**config.mk**
```make
export PLATFORM = sky130hd
export DESIGN_NAME = bcd_score_counter
export DESIGN_NICKNAME = d
export VERILOG_FILES = /design/src/rtl/score_pkg.sv /design/src/rtl/bcd_digit_add.sv /design/src/rtl/bcd_score_counter.sv
export SDC_FILE = /design/constraint.sdc
export NUM_CORES = 1
export LEC_CHECK = 0
export ABC_AREA = 0
export CORE_ASPECT_RATIO = 0.9
export CORE_MARGIN = 1.5
export CORE_UTILIZATION = 50
export CTS_BUF_LIST = sky130_fd_sc_hd__clkbuf_8
export CTS_CLUSTER_SIZE = 28
export DETAILED_ROUTE_END_ITERATION = 10
export PLACE_DENSITY = 0.75
export SYNTH_ARGS = -nofsm -noshare
export SYNTH_HDL_FRONTEND = slang
export SYNTH_SLANG_ARGS = --single-unit
```
**constraint.sdc**
```tcl
create_clock -name clk -period 9.18 [get_ports clk]
set_input_delay 1.836 -clock clk [delete_from_list [all_inputs] [get_ports clk]]
set_output_delay 1.836 -clock clk [all_outputs]
set_load 0.05 [all_outputs]
```
**src/rtl/score_pkg.sv**
```systemverilog
// Shared types and elaboration-time helpers for the BCD score counter.
package score_pkg;

  localparam int MAX_DIGITS = 8;
  localparam int MAXW       = 4 * MAX_DIGITS;

  typedef logic [3:0] bcd_t;

  typedef enum logic {
    RUN = 1'b0,
    WON = 1'b1
  } state_t;

  // Converts a non-negative integer to packed BCD, digit 0 in the low nibble.
  function automatic logic [MAXW-1:0] int_to_bcd(input int value, input int digits);
    logic [MAXW-1:0] r;
    int              v;
    r = '0;
    v = value;
    for (int i = 0; i < MAX_DIGITS; i++) begin
      if (i < digits) begin
        r[4*i +: 4] = 4'(v % 10);
        v = v / 10;
      end else begin
        r[4*i +: 4] = 4'd0;
      end
    end
    return r;
  endfunction

  function automatic logic bcd_gt(input logic [MAXW-1:0] a, input logic [MAXW-1:0] b);
    logic gt;
    logic done;
    gt   = 1'b0;
    done = 1'b0;
    for (int i = MAX_DIGITS - 1; i >= 0; i--) begin
      if (!done && (a[4*i +: 4] != b[4*i +: 4])) begin
        gt   = (a[4*i +: 4] > b[4*i +: 4]);
        done = 1'b1;
      end else begin
        done = done;
      end
    end
    return gt;
  endfunction

endpackage

```
**src/rtl/bcd_digit_add.sv**
```systemverilog
// One BCD digit adder with carry in/out; results above 9 are corrected by +6.
module bcd_digit_add
  import score_pkg::*;
(
  input  bcd_t a,
  input  bcd_t b,
  input  logic cin,
  output bcd_t sum,
  output logic cout
);

  logic [4:0] raw_s;
  logic [4:0] adj_s;

  // Binary digit sum followed by decimal correction.
  always_comb begin
    raw_s = {1'b0, a} + {1'b0, b} + {4'd0, cin};
    adj_s = raw_s + 5'd6;
    if (raw_s > 5'd9) begin
      sum  = adj_s[3:0];
      cout = 1'b1;
    end else begin
      sum  = raw_s[3:0];
      cout = 1'b0;
    end
  end

endmodule

```
**src/rtl/bcd_score_counter.sv**
```systemverilog
// DIGITS-wide BCD score counter: combined tick+bonus increment, saturation at
// TARGET with a WON state, and a best-score register kept across rounds.
module bcd_score_counter #(
  parameter int DIGITS         = 3,
  parameter int SPEED_W        = 2,
  parameter int SCALE_BY_SPEED = 0,
  parameter int BONUS          = 10,
  parameter int TARGET         = 10**DIGITS - 1
) (
  input  logic                clk,
  input  logic                reset,
  input  logic                clear,
  input  logic                enable,
  input  logic [SPEED_W-1:0]  speed,
  input  logic                add_score,
  output logic [4*DIGITS-1:0] score,
  output logic [4*DIGITS-1:0] best,
  output logic                game_won,
  output logic                new_best
);

  import score_pkg::*;

  localparam int W     = 4 * DIGITS;
  localparam int NTICK = 2**SPEED_W;
  localparam int NIDX  = 2 * NTICK;
  localparam int LIMIT = 10**DIGITS;

  localparam logic [MAXW-1:0] TARGET_FULL = int_to_bcd(TARGET, DIGITS);
  localparam logic [W-1:0]    TARGET_BCD  = TARGET_FULL[W-1:0];

  state_t             state_r;
  logic [W-1:0]       score_r;
  logic [W-1:0]       best_r;
  logic               won_r;
  logic               new_best_r;

  logic [SPEED_W-1:0] tick_s;
  logic [SPEED_W:0]   idx_s;
  logic [W-1:0]       inc_tab_s [NIDX];
  logic [NIDX-1:0]    inc_ovf_s;
  logic [W-1:0]       inc_s;
  logic               inc_big_s;
  logic               inc_nz_s;
  logic [W-1:0]       sum_s;
  logic [DIGITS:0]    carry_s;
  logic               sat_s;
  logic               score_gt_best_s;
  logic               target_gt_best_s;

  // Every {bonus, tick} combination is a constant, so its BCD form is built at
  // elaboration; the overflow flag catches increments that alone exceed the width.
  for (genvar k = 0; k < NIDX; k++) begin : g_inc
    localparam int              VAL      = (k % NTICK) + ((k >= NTICK) ? BONUS : 0);
    localparam logic [MAXW-1:0] VAL_FULL = int_to_bcd(VAL, DIGITS);
    assign inc_tab_s[k] = VAL_FULL[W-1:0];
    assign inc_ovf_s[k] = (VAL >= LIMIT) ? 1'b1 : 1'b0;
  end

  // Tick contribution for this cycle.
  always_comb begin
    tick_s = '0;
    if (enable && (speed != '0)) begin
      if (SCALE_BY_SPEED != 0) begin
        tick_s = speed;
      end else begin
        tick_s = SPEED_W'(1'b1);
      end
    end else begin
      tick_s = '0;
    end
  end

  assign idx_s     = {add_score, tick_s};
  assign inc_s     = inc_tab_s[idx_s];
  assign inc_big_s = inc_ovf_s[idx_s];
  assign inc_nz_s  = (idx_s != '0);

  assign carry_s[0] = 1'b0;
  for (genvar d = 0; d < DIGITS; d++) begin : g_add
    bcd_digit_add u_digit (
      .a    (score_r[4*d +: 4]),
      .b    (inc_s[4*d +: 4]),
      .cin  (carry_s[d]),
      .sum  (sum_s[4*d +: 4]),
      .cout (carry_s[d+1])
    );
  end

  assign sat_s            = carry_s[DIGITS] | inc_big_s | ~bcd_gt(MAXW'(TARGET_BCD), MAXW'(sum_s));
  assign score_gt_best_s  = bcd_gt(MAXW'(score_r), MAXW'(best_r));
  assign target_gt_best_s = bcd_gt(MAXW'(TARGET_BCD), MAXW'(best_r));

  // Round FSM, score, best-score and pulse registers.
  always_ff @(posedge clk) begin
    if (reset) begin
      state_r    <= RUN;
      score_r    <= '0;
      best_r     <= '0;
      won_r      <= 1'b0;
      new_best_r <= 1'b0;
    end else if (clear) begin
      state_r <= RUN;
      score_r <= '0;
      won_r   <= 1'b0;
      if ((state_r == RUN) && score_gt_best_s) begin
        best_r     <= score_r;
        new_best_r <= 1'b1;
      end else begin
        new_best_r <= 1'b0;
      end
    end else begin
      new_best_r <= 1'b0;
      case (state_r)
        RUN: begin
          if (inc_nz_s) begin
            if (sat_s) begin
              score_r <= TARGET_BCD;
              state_r <= WON;
              won_r   <= 1'b1;
              if (target_gt_best_s) begin
                best_r     <= TARGET_BCD;
                new_best_r <= 1'b1;
              end
            end else begin
              score_r <= sum_s;
            end
          end
        end
        WON: begin
          won_r <= 1'b1;
        end
        default: begin
          state_r <= RUN;
          won_r   <= 1'b0;
        end
      endcase
    end
  end

  assign score    = score_r;
  assign best     = best_r;
  assign game_won = won_r;
  assign new_best = new_best_r;

endmodule

```
==> Word-level counts from Yosys, hierarchy flattened <==
Memories as Yosys holds them, arrays and structs flattened.
Index checks and enable logic that the tools add are counted.
{ "totals": {"regBits": 27, "rom_bits": 104, "in_bits": 7, "output_inout_bits": 26, "wordCells": 114, "mem_count": 2} }
{ "classes": {"n_addsub": 8, "n_lt_le_gt_ge": 14, "eq_ne": 13, "n_mux": 44, "n_bitwise": 5, "reduce_logical": 23} }
{ "memory_table": {"columns": ["name", "words", "word_bits", "read_ports", "rd_clocked_by_memory_dff", "wr", "line_no", "text"], "rows": [
  ["(name not given)", 8, 12, 1, 0, 0, "bcd_score_counter.sv:75", "assign inc_s = inc_tab_s[idx_s];"],
  ["(name not given)", 8, 1, 1, 0, 0, "bcd_score_counter.sv:76", "assign inc_big_s = inc_ovf_s[idx_s];"]
]} }
{ "op_table": {"columns": ["operator", "n"], "rows": [
  ["two-way mux 12 bit", 9],
  ["two-way mux 1 bit", 31],
  ["> comparator 4 bit (first input constant)", 6],
  ["!= test 4 bit (first input constant)", 6],
  ["adder 4 x 4 -> 5 bit", 3],
  ["> comparator 5 x 4 -> 1 bit (second input constant)", 3],
  ["adder 4 x 3 -> 4 bit (second input constant)", 3],
  ["> comparator 4 bit", 3],
  ["two-way mux 4 bit", 3],
  ["!= test 4 bit", 3],
  ["adder 5 x 1 -> 5 bit", 2],
  ["logical AND 1 bit", 8],
  ["nonzero test 2 bit", 4],
  ["logical NOT 1 bit", 6],
  ["!= test 2 bit (second input constant)", 3],
  ["AND reduction 5 bit", 1],
  [">= comparator 4 bit (second input constant)", 1],
  ["less-than comparator 3 x 4 -> 1 bit (second input constant)", 1],
  ["inverter 3 -> 4 bit", 1],
  ["AND reduction 2 bit", 2],
  ["nonzero test 3 bit", 1],
  ["!= test 2 x 1 -> 1 bit (second input constant)", 1],
  ["inverter 1 bit", 2],
  ["bitwise OR 1 bit", 2],
  ["other kinds (2)", 2]
]} }

==> Logic depth before layout (Yosys ltp) <==
Gate-level depths: netlist of run 1.
{ "depth": {"depth_word": 30, "mapped_depth": 27, "depth_no_buf": 26} }

==> By module <==
From an unflattened synthesis of run 1, not the netlist that was laid out.
{ "hier_totals": {"hier_cells": 245, "hier_area_um2": 2164.6} }
{ "modules_own_cells": {"columns": ["mod", "n_inst", "cells_each", "area_each_um2", "seq_area_each_um2"], "rows": [
  ["bcd_score_counter", 1, 179, 1530.2, 540.5],
  ["bcd_digit_add", 3, 22, 211.5, 0.0]
]} }

==> Worst setup path before layout of run 1 <==
No wires, ideal clock.
{ "synth_timing": {"kind": "input port to flip-flop", "startpoint": "in speed[1]", "endpoint": "reg best_r[0] (netlist: best[0])", "setup_time_ps": 119, "t_arrival_ps": 7092, "required_ps": 9061, "slack_ps": 1969, "path_stages": 27, "n_path_buf": 1, "path_cell_list": "o21a_1 ha_1 ha_1 buf_6 or2b_2 a21oi_1 or3_1 fa_1 inv_1 ha_1 xnor2_2 ha_1 a21boi_0 nor2_1 nand2_1 nand2_1 ha_1 ha_1 nor2b_1 nor2_1 ha_1 nor2b_1 a221o_1 o31ai_1 a31oi_4 a41o_4 o221a_1"} }
{ "synth_via": {"elab_chain_cells": 28, "elab_cells_between_ends": 48, "cone_classes": "add/sub (8); order compare (6); eq/ne (3); mux (15); bitwise (4); reduce/logical (10); memory (2)"} }
{ "synth_lines": {"columns": ["element", "line_no", "text"], "rows": [
  ["start: declaration", "bcd_score_counter.sv:14", "input logic [SPEED_W-1:0] speed,"],
  ["nonzero test 2 bit (*)", "bcd_score_counter.sv:63", "if (enable && (speed != '0)) begin"],
  ["logical AND 1 bit (*)", "bcd_score_counter.sv:63", null],
  ["two-way mux 1 bit (*)", "bcd_score_counter.sv:63", null],
  ["inverter 3 -> 4 bit (implied by the code)", "bcd_score_counter.sv:75", null],
  ["memory read (8 x 12 bit)", null, null],
  ["two-way mux 12 bit (implied by the code) (2 in a row)", "bcd_score_counter.sv:75", null],
  ["adder 4 x 4 -> 5 bit", "bcd_digit_add.sv:17", "raw_s = {1'b0, a} + {1'b0, b} + {4'd0, cin};"],
  ["> comparator 5 x 4 -> 1 bit", "bcd_digit_add.sv:19", "if (raw_s > 5'd9) begin"],
  ["(+11 left out)", null, null],
  ["two-way mux 1 bit", "score_pkg.sv:37", "if (!done && (a[4*i +: 4] != b[4*i +: 4])) begin"],
  ["logical NOT 1 bit", "score_pkg.sv:37", null],
  ["logical AND 1 bit", "score_pkg.sv:37", null],
  ["two-way mux 1 bit", "score_pkg.sv:37", null],
  ["inverter 1 bit", "bcd_score_counter.sv:90", "assign sat_s = carry_s[DIGITS] | inc_big_s | ~bcd_gt(MAXW'(TARGET_BCD), MAXW'(sum_s));"],
  ["bitwise OR 1 bit", "bcd_score_counter.sv:90", null],
  ["nonzero test 2 bit (no line)", null, null],
  ["AND reduction 5 bit (no line) (*)", null, null],
  ["end signal: assignment", "bcd_score_counter.sv:107", "best_r <= score_r;"],
  ["end: declaration", "bcd_score_counter.sv:34", "logic [W-1:0] best_r;"]
]} }
Mark *: on every way between the ends. The rest lies on a longest branch, timed or not. The select of a mux whose other input is x is not followed.
A chain may end at the register's enable or synchronous reset.

==> Worst setup path after layout of run 1 <==
{ "layout_timing": {"startpoint": "in speed[1]", "endpoint": "reg best_r[11] (netlist: best[11])"} }
Same word-level chain as after synthesis.

==> reports/summary.txt, run 1 <==
Setup Skew: 5.65 ps
combinational power share: 42.8%
max-cap violations: 0
pin count of the biggest net entering global routing: 16
simple-gate share of the synthesized area: 21.7%
TritonRoute pass-1 iters: 4
leading area contributor after synthesis: dfxtp_1
LEAKAGE: 0.000961 µW
async set or reset register ratio after synthesis: 0%
worst slack, placed: 1050 ps
Top cell by count, worst path: ha_1
die area: 4800 µm²
Sw Share: 39.7%
Post-CTS Setup Bufs: 0
Synth Area in XOR/XNOR: 2.33%
DP HPWL: 3960 µm
Crit path largest cell delay: 470 ps
final setup margin: 1340 ps
proportion of layout cells with a drive suffix above 1: 9.12%
power per cell area: 143 nW/µm²
Routed WL per cell: 14.5 µm
Clock power frac: 18.0%
Psw: 143 µW
status: completed
Worst Hold Class: register to register
post-synthesis mux area share: 0.456%
Die Span X: 72.9 µm
antenna cells: 0
CTS clock-pin slew for the worst setup and hold paths: 80 ps
vias after detailed routing: 1,976
Synth Area in Adders: 12.9%
CTS root buf: clkbuf_8
Peak Freq: 0.128 GHz
Critical-path top delay cell: or3_1
# DRC: 0
Initial Util: 52.9%
Syn Area/Cell: 8.42 µm²
Critical Path End Type: register
main combinational cell family by area after synthesis: compound AO/OA/AOI/OAI gates
first-pass GRT wire length: 8340 µm
Final Max Slew Viols: 0
synthesized area: 2200 µm²
initial DRC count: 96
vias in the first global route: 1,864
EDFF count, synth: 0
synth top area cells: dfxtp_1, ha_1, nor2_1
Final nets: 315
Peak VDD IR: 0.0847 mV
Yosys cell types: 63
P&R area growth vs syn: 14.8%
Synth top area share: 24.6%
period utilization: 85.4%
endpoints failing setup: 0
CORE AREA: 4160 µm²
worst path bufs/invs: 2
Die H: 65.9 µm
Main synth FF type: dfxtp_1
min cycle time layout: 7840 ps
clk sinks: 27
Synth Instances: 261
PortBufs: 32
Hold Vio Cnt, Final: 0
initial antenna violation count: 0
Routed Antenna Nets: 0
maximum clock path buffer count: 2
Vias/cell: 5.73
CTS Buf Count: 3
crit path kind: primary input to register
GR Util All Layers: 21.7%
worst rel slew slack: 58.5%
worst-path maximum fanout: 10
cell family with most CP delay: adder cells
Flop pwr share: 39.2%
Critical Path AT: 8000 ps
cts repair resizes: 0
warnings from Yosys: 0
sequential area share after synthesis: 24.6%
setup TNS: 0 ps
Startpoint Class: primary input
Worst-Margin Slew: 621 ps
Synth Register Bits: 27
WL final: 4990 µm
Int Power: 217 µW
H-Tree Depth: 1
total gr overflow: 0
unrepaired setup endpoints after global routing: no
Syn Nets: 290
FP Rows: 22
TritonCTS clock tree: done
I/O pins: 33
later-pin clock latency in the skew report: 270 ps
gpl congestion: 0.872
cts hold-fix bufs: 0
WP data required: 9340 ps
compound-cell area share of the yosys netlist: 28.4%
flip-flops by register name (all words and copies together), names as in the netlist:
| signal | count |
|---|---|
| state_r | 1 |
| new_best | 1 |
| game_won | 1 |
| score | 12 |
| best | 12 |
power groups by stage:
stage / clock [µW] / sequential (µW) / combinational [µW]
final: 65.0 / 141 / 154
after global routing: 69.8 / 143 / 166
after CTS: 65.0 / 141 / 155
after detailed placement: 0 / 144 / 154
after global placement: 0 / 144 / 153
after floorplan: 0 / 177 / 78.4
layout make-up:
| type | count | area (µm²) |
|---|---|---|
| well taps | 60 | 75.1 |
| multi-input cells | 196 | 1440 |
| inverters | 26 | 97.6 |
| flip-flops and latches | 27 | 541 |
| clock inverters | 1 | 3.75 |
| repair buffers | 32 | 320 |
| clock buffers | 3 | 41.3 |
| fillers | 363 | 1630 |
cell families (layout without fill, tap and decap cells):
logic type,count (synthesis),after routing
AND/OR/NAND/NOR,91,91
XOR/XNOR,5,5
AO/OA/AOI/OAI,77,77
adder cells (fa/ha/maj),22,22
multiplexers,1,1
flip-flops,27,27
buffers and inverters,38,62
worst paths after layout:
check	cells past startpoint	slack, ps	to	start
min reg2reg	2	460	game_won	game_won
max	27	1340	best[11]	speed[1]
min	2	460	game_won	game_won
max reg2reg	25	3120	best[11]	score[0]
cell usage in the layout, fill, tap and decap left out, types with 3 or more instances in the layout:
| cell type | netlist | layout |
|---|---|---|
| a21o_1 | 3 | 3 |
| a31oi_1 | 4 | 4 |
| o311ai_0 | 3 | 3 |
| dfxtp_1 | 27 | 27 |
| a22o_1 | 5 | 5 |
| nand4_1 | 4 | 4 |
| nor2b_1 | 3 | 3 |
| o221a_1 | 6 | 6 |
| nor3_1 | 5 | 5 |
| a211oi_1 | 3 | 3 |
| o21ai_0 | 8 | 8 |
| nand3_1 | 8 | 8 |
| nand2b_1 | 4 | 4 |
| or2_2 | 3 | 3 |
| clkdlybuf4s50_1 | 0 | 32 |
| inv_1 | 26 | 27 |
| o31ai_1 | 6 | 6 |
| nand2_1 | 16 | 16 |
| ha_1 | 21 | 21 |
| nand3b_1 | 3 | 3 |
| clkbuf_8 | 4 | 3 |
| a21oi_1 | 20 | 20 |
| nor2_1 | 30 | 30 |
cells in the mapped netlist (all sizes together) (2+ instances only):
library cell / number
nand2b: 4
nand3: 8
or3: 2
o31ai: 6
a21o: 3
a211oi: 3
a31oi: 5
a21oi: 20
inv: 26
nor3: 5
and2: 2
o21ai: 8
nand3b: 3
nor2b: 4
o221a: 8
or2: 3
nand2: 16
xor2: 2
nor3b: 2
xnor2: 3
and3: 3
dfxtp: 27
clkbuf: 7
buf: 5
o311ai: 3
a22o: 6
nand4: 4
ha: 21
nor2: 30
through the flow:
stage | cells | hold WS (ps) | power, µW | utilization [%] | area (µm²)
floorplan | 261 | 528 | 256 | - | 2200
global placement | 341 | 437 | 297 | 59.6 | 2480
detailed placement | 341 | 454 | 298 | 59.6 | 2480
CTS | 345 | 465 | 361 | 60.7 | 2520
global route | 345 | 485 | 379 | 60.7 | 2520
finish | 345 | 461 | 361 | 60.7 | 2520
tightest hold or removal path, delay by kind of cell, from the launching register on:
kind / cells / cell delay [ps]
buffers and inverters: 1 / 50
DFF: 1 / 320
AOI/OAI and AO/OA: 1 / 50
per-layer routing:
metal | GRT usage [%] | routed length [µm]
met1 | 28.9 | 2380
met2 | 35.9 | 2310
met3 | 2.29 | 198
met4 | 8.49 | 106
met5 | 0 | 0
(Power assumes the default switching activity.)
==> run 2, diff against run 1 <==
- MAX_ROUTING_LAYER: unset -> met4
==> reports/summary.txt, run 2 (synthesized netlist as in run 1, its figures left out) <==
Routed Antenna Nets: 0 (unchanged)
Routed WL per cell: 14.5 µm (about the same)
Non-Filler Instances: 345 (unchanged)
Startpoint Class: primary input
PortBufs: 32 (unchanged)
setup TNS: 0 ps (unchanged)
proportion of layout cells with a drive suffix above 1: 9.12% (unchanged)
dpl cells: 341 (unchanged)
sequential cell area: 541 µm² (unchanged)
initial DRC count: 89 (-7.3%)
maximum clock path buffer count: 2 (unchanged)
cts hold-fix bufs: 0 (unchanged)
Setup Skew: 6.43 ps (+0.776 ps)
most frequent cells in the layout: clkdlybuf4s50_1, nor2_1, inv_1, dfxtp_1, ha_1
min cycle time layout: 7840 ps (+6.19 ps)
footprint of the multi-input gates: 1440 µm² (unchanged)
Final Max Slew Viols: 0 (unchanged)
met3 wire len: 199 µm (+0.51%)
vias in the first global route: 1,864 (unchanged)
Post-CTS Setup Bufs: 0 (unchanged)
FP Rows: 22 (unchanged)
Post-DP Area: 2480 µm² (unchanged)
TritonRoute pass-1 iters: 4 (unchanged)
Int Power: 217 µW (about the same)
Die H: 65.9 µm (unchanged)
Worst-Margin Slew: 619 ps (-1.65 ps)
first-pass GRT wire length: 8330 µm (about the same)
Peak Freq: 0.128 GHz (about the same)
Final Power: 361 µW (about the same)
CORE AREA: 4160 µm² (unchanged)
# DRC: 0 (unchanged)
crit path kind: primary input to register
commonest non-fill, non-tap cell in the layout: clkdlybuf4s50_1
worst rel slew slack: 58.6% (+0.11 points)
WP data required: 9400 ps (+60 ps)
status: completed
P&R area growth vs syn: 14.8% (unchanged)
met1 wire length: 2380 µm (+0.29%)
WL met2: 2280 µm (-1.3%)
WL final: 4990 µm (about the same)
die area: 4800 µm² (unchanged)
cts repair resizes: 0 (unchanged)
CTS clock-pin slew for the worst setup and hold paths: 90 ps (about the same)
fillers: 363 (unchanged)
later-pin clock latency in the skew report: 270 ps (about the same)
CTS Buf Count: 3 (unchanged)
worst-path maximum fanout: 10 (unchanged)
Sw Share: 39.7% (about the same)
power per cell area: 143 nW/µm² (about the same)
Worst Hold Class: register to register
endpoints failing setup: 0 (unchanged)
initial antenna violation count: 0 (unchanged)
I/O pins: 33 (unchanged)
max-cap violations: 0 (unchanged)
Critical Path End Type: register
Initial Util: 52.9% (unchanged)
Die Span X: 72.9 µm (unchanged)
total gr overflow: 0 (unchanged)
period utilization: 85.4% (about the same)
Hold Vio Cnt, Final: 0 (unchanged)
LEAKAGE: 0.000961 µW (unchanged)
antenna cells: 0 (unchanged)
Critical Path AT: 8060 ps (+60 ps)
TritonCTS clock tree: done
Peak VDD IR: 0.0847 mV (about the same)
combinational power share: 42.8% (about the same)
Final Instance Area: 2520 µm² (unchanged)
vias after detailed routing: 1,987 (+0.56%)
DP HPWL: 3960 µm (unchanged)
pin count of the biggest net entering global routing: 16 (unchanged)
uppermost routed layer: met4
Flop pwr share: 39.2% (about the same)
clk sinks: 27 (unchanged)
Clock power frac: 18.0% (about the same)
CTS root buf: clkbuf_8
Final nets: 315 (unchanged)
Vias/cell: 5.76 (+0.56%)
gpl congestion: 0.886 (+1.6%)
Psw: 143 µW (about the same)
GR Util All Layers: 22.3% (+0.58 points)
H-Tree Depth: 1 (unchanged)
unrepaired setup endpoints after global routing: no
[run 2: cell counts in the layout (fill, tap and decap cells not counted)]
No cell type changed its count.
[run 2: worst max-delay path: stages]
cell and delay (ps):
clkdlybuf4s50_1 390, o21a_1 200, ha_1 220, ha_1 430
or2b_2 150, a21oi_1 60, or3_1 470, fa_1 400
inv_1 70, ha_1 260, xnor2_2 180, ha_1 230
a21boi_0 300, nor2_1 110, nand2_1 70, nand2_1 80
ha_1 220, ha_1 270, nor2b_1 220, nor2_1 80
ha_1 190, nor2b_1 140, a221o_1 330, o31ai_1 370
a31oi_4 130, a311oi_4 430, a22o_2 200
[run 2: area by class of cell]
class	count	area share (%)
Tap cell	60	2.98
Inverter	26	3.87
Multi-Input combinational cell	196	57.2
Clock buffer	3	1.64
Sequential cell	27	21.4
Timing Repair Buffer	32	12.7
Clock inverter	1	0.149
[run 2: path summary, 6_finish.rpt]
kind                            startpoint  endpoint  slack (ps)  cells past startpoint
worst max-delay path              speed[1]   best[2]        1340                     27
worst min-delay path              game_won  game_won         460                      2
worst max register to register    score[0]   best[2]        3110                     25
worst min register to register    game_won  game_won         460                      2
[run 2: power by group through the flow]
stage	clock, µW	sequential [µW]	combinational [µW]
finish	65.1	141	154
global route	69.8	143	166
CTS	65.0	141	155
detailed placement	0	144	154
global placement	0	144	153
floorplan	0	177	78.4
[run 2: layer usage]
layer / up-vias / global-route usage [%]
met4: 0 / 8.49
met1: 923 / 28.8
met3: 16 / 2.29
met2: 54 / 36.0
li1: 994 / -
met5: - / -
[run 2: metrics by stage]
step	hold WS (ps)	worst slack, ps	util, %
global route	485	848	60.7
detailed placement	454	1050	59.6
finish	461	1340	60.7
CTS	465	1340	60.7
global placement	437	1260	59.6
floorplan	528	1970	-
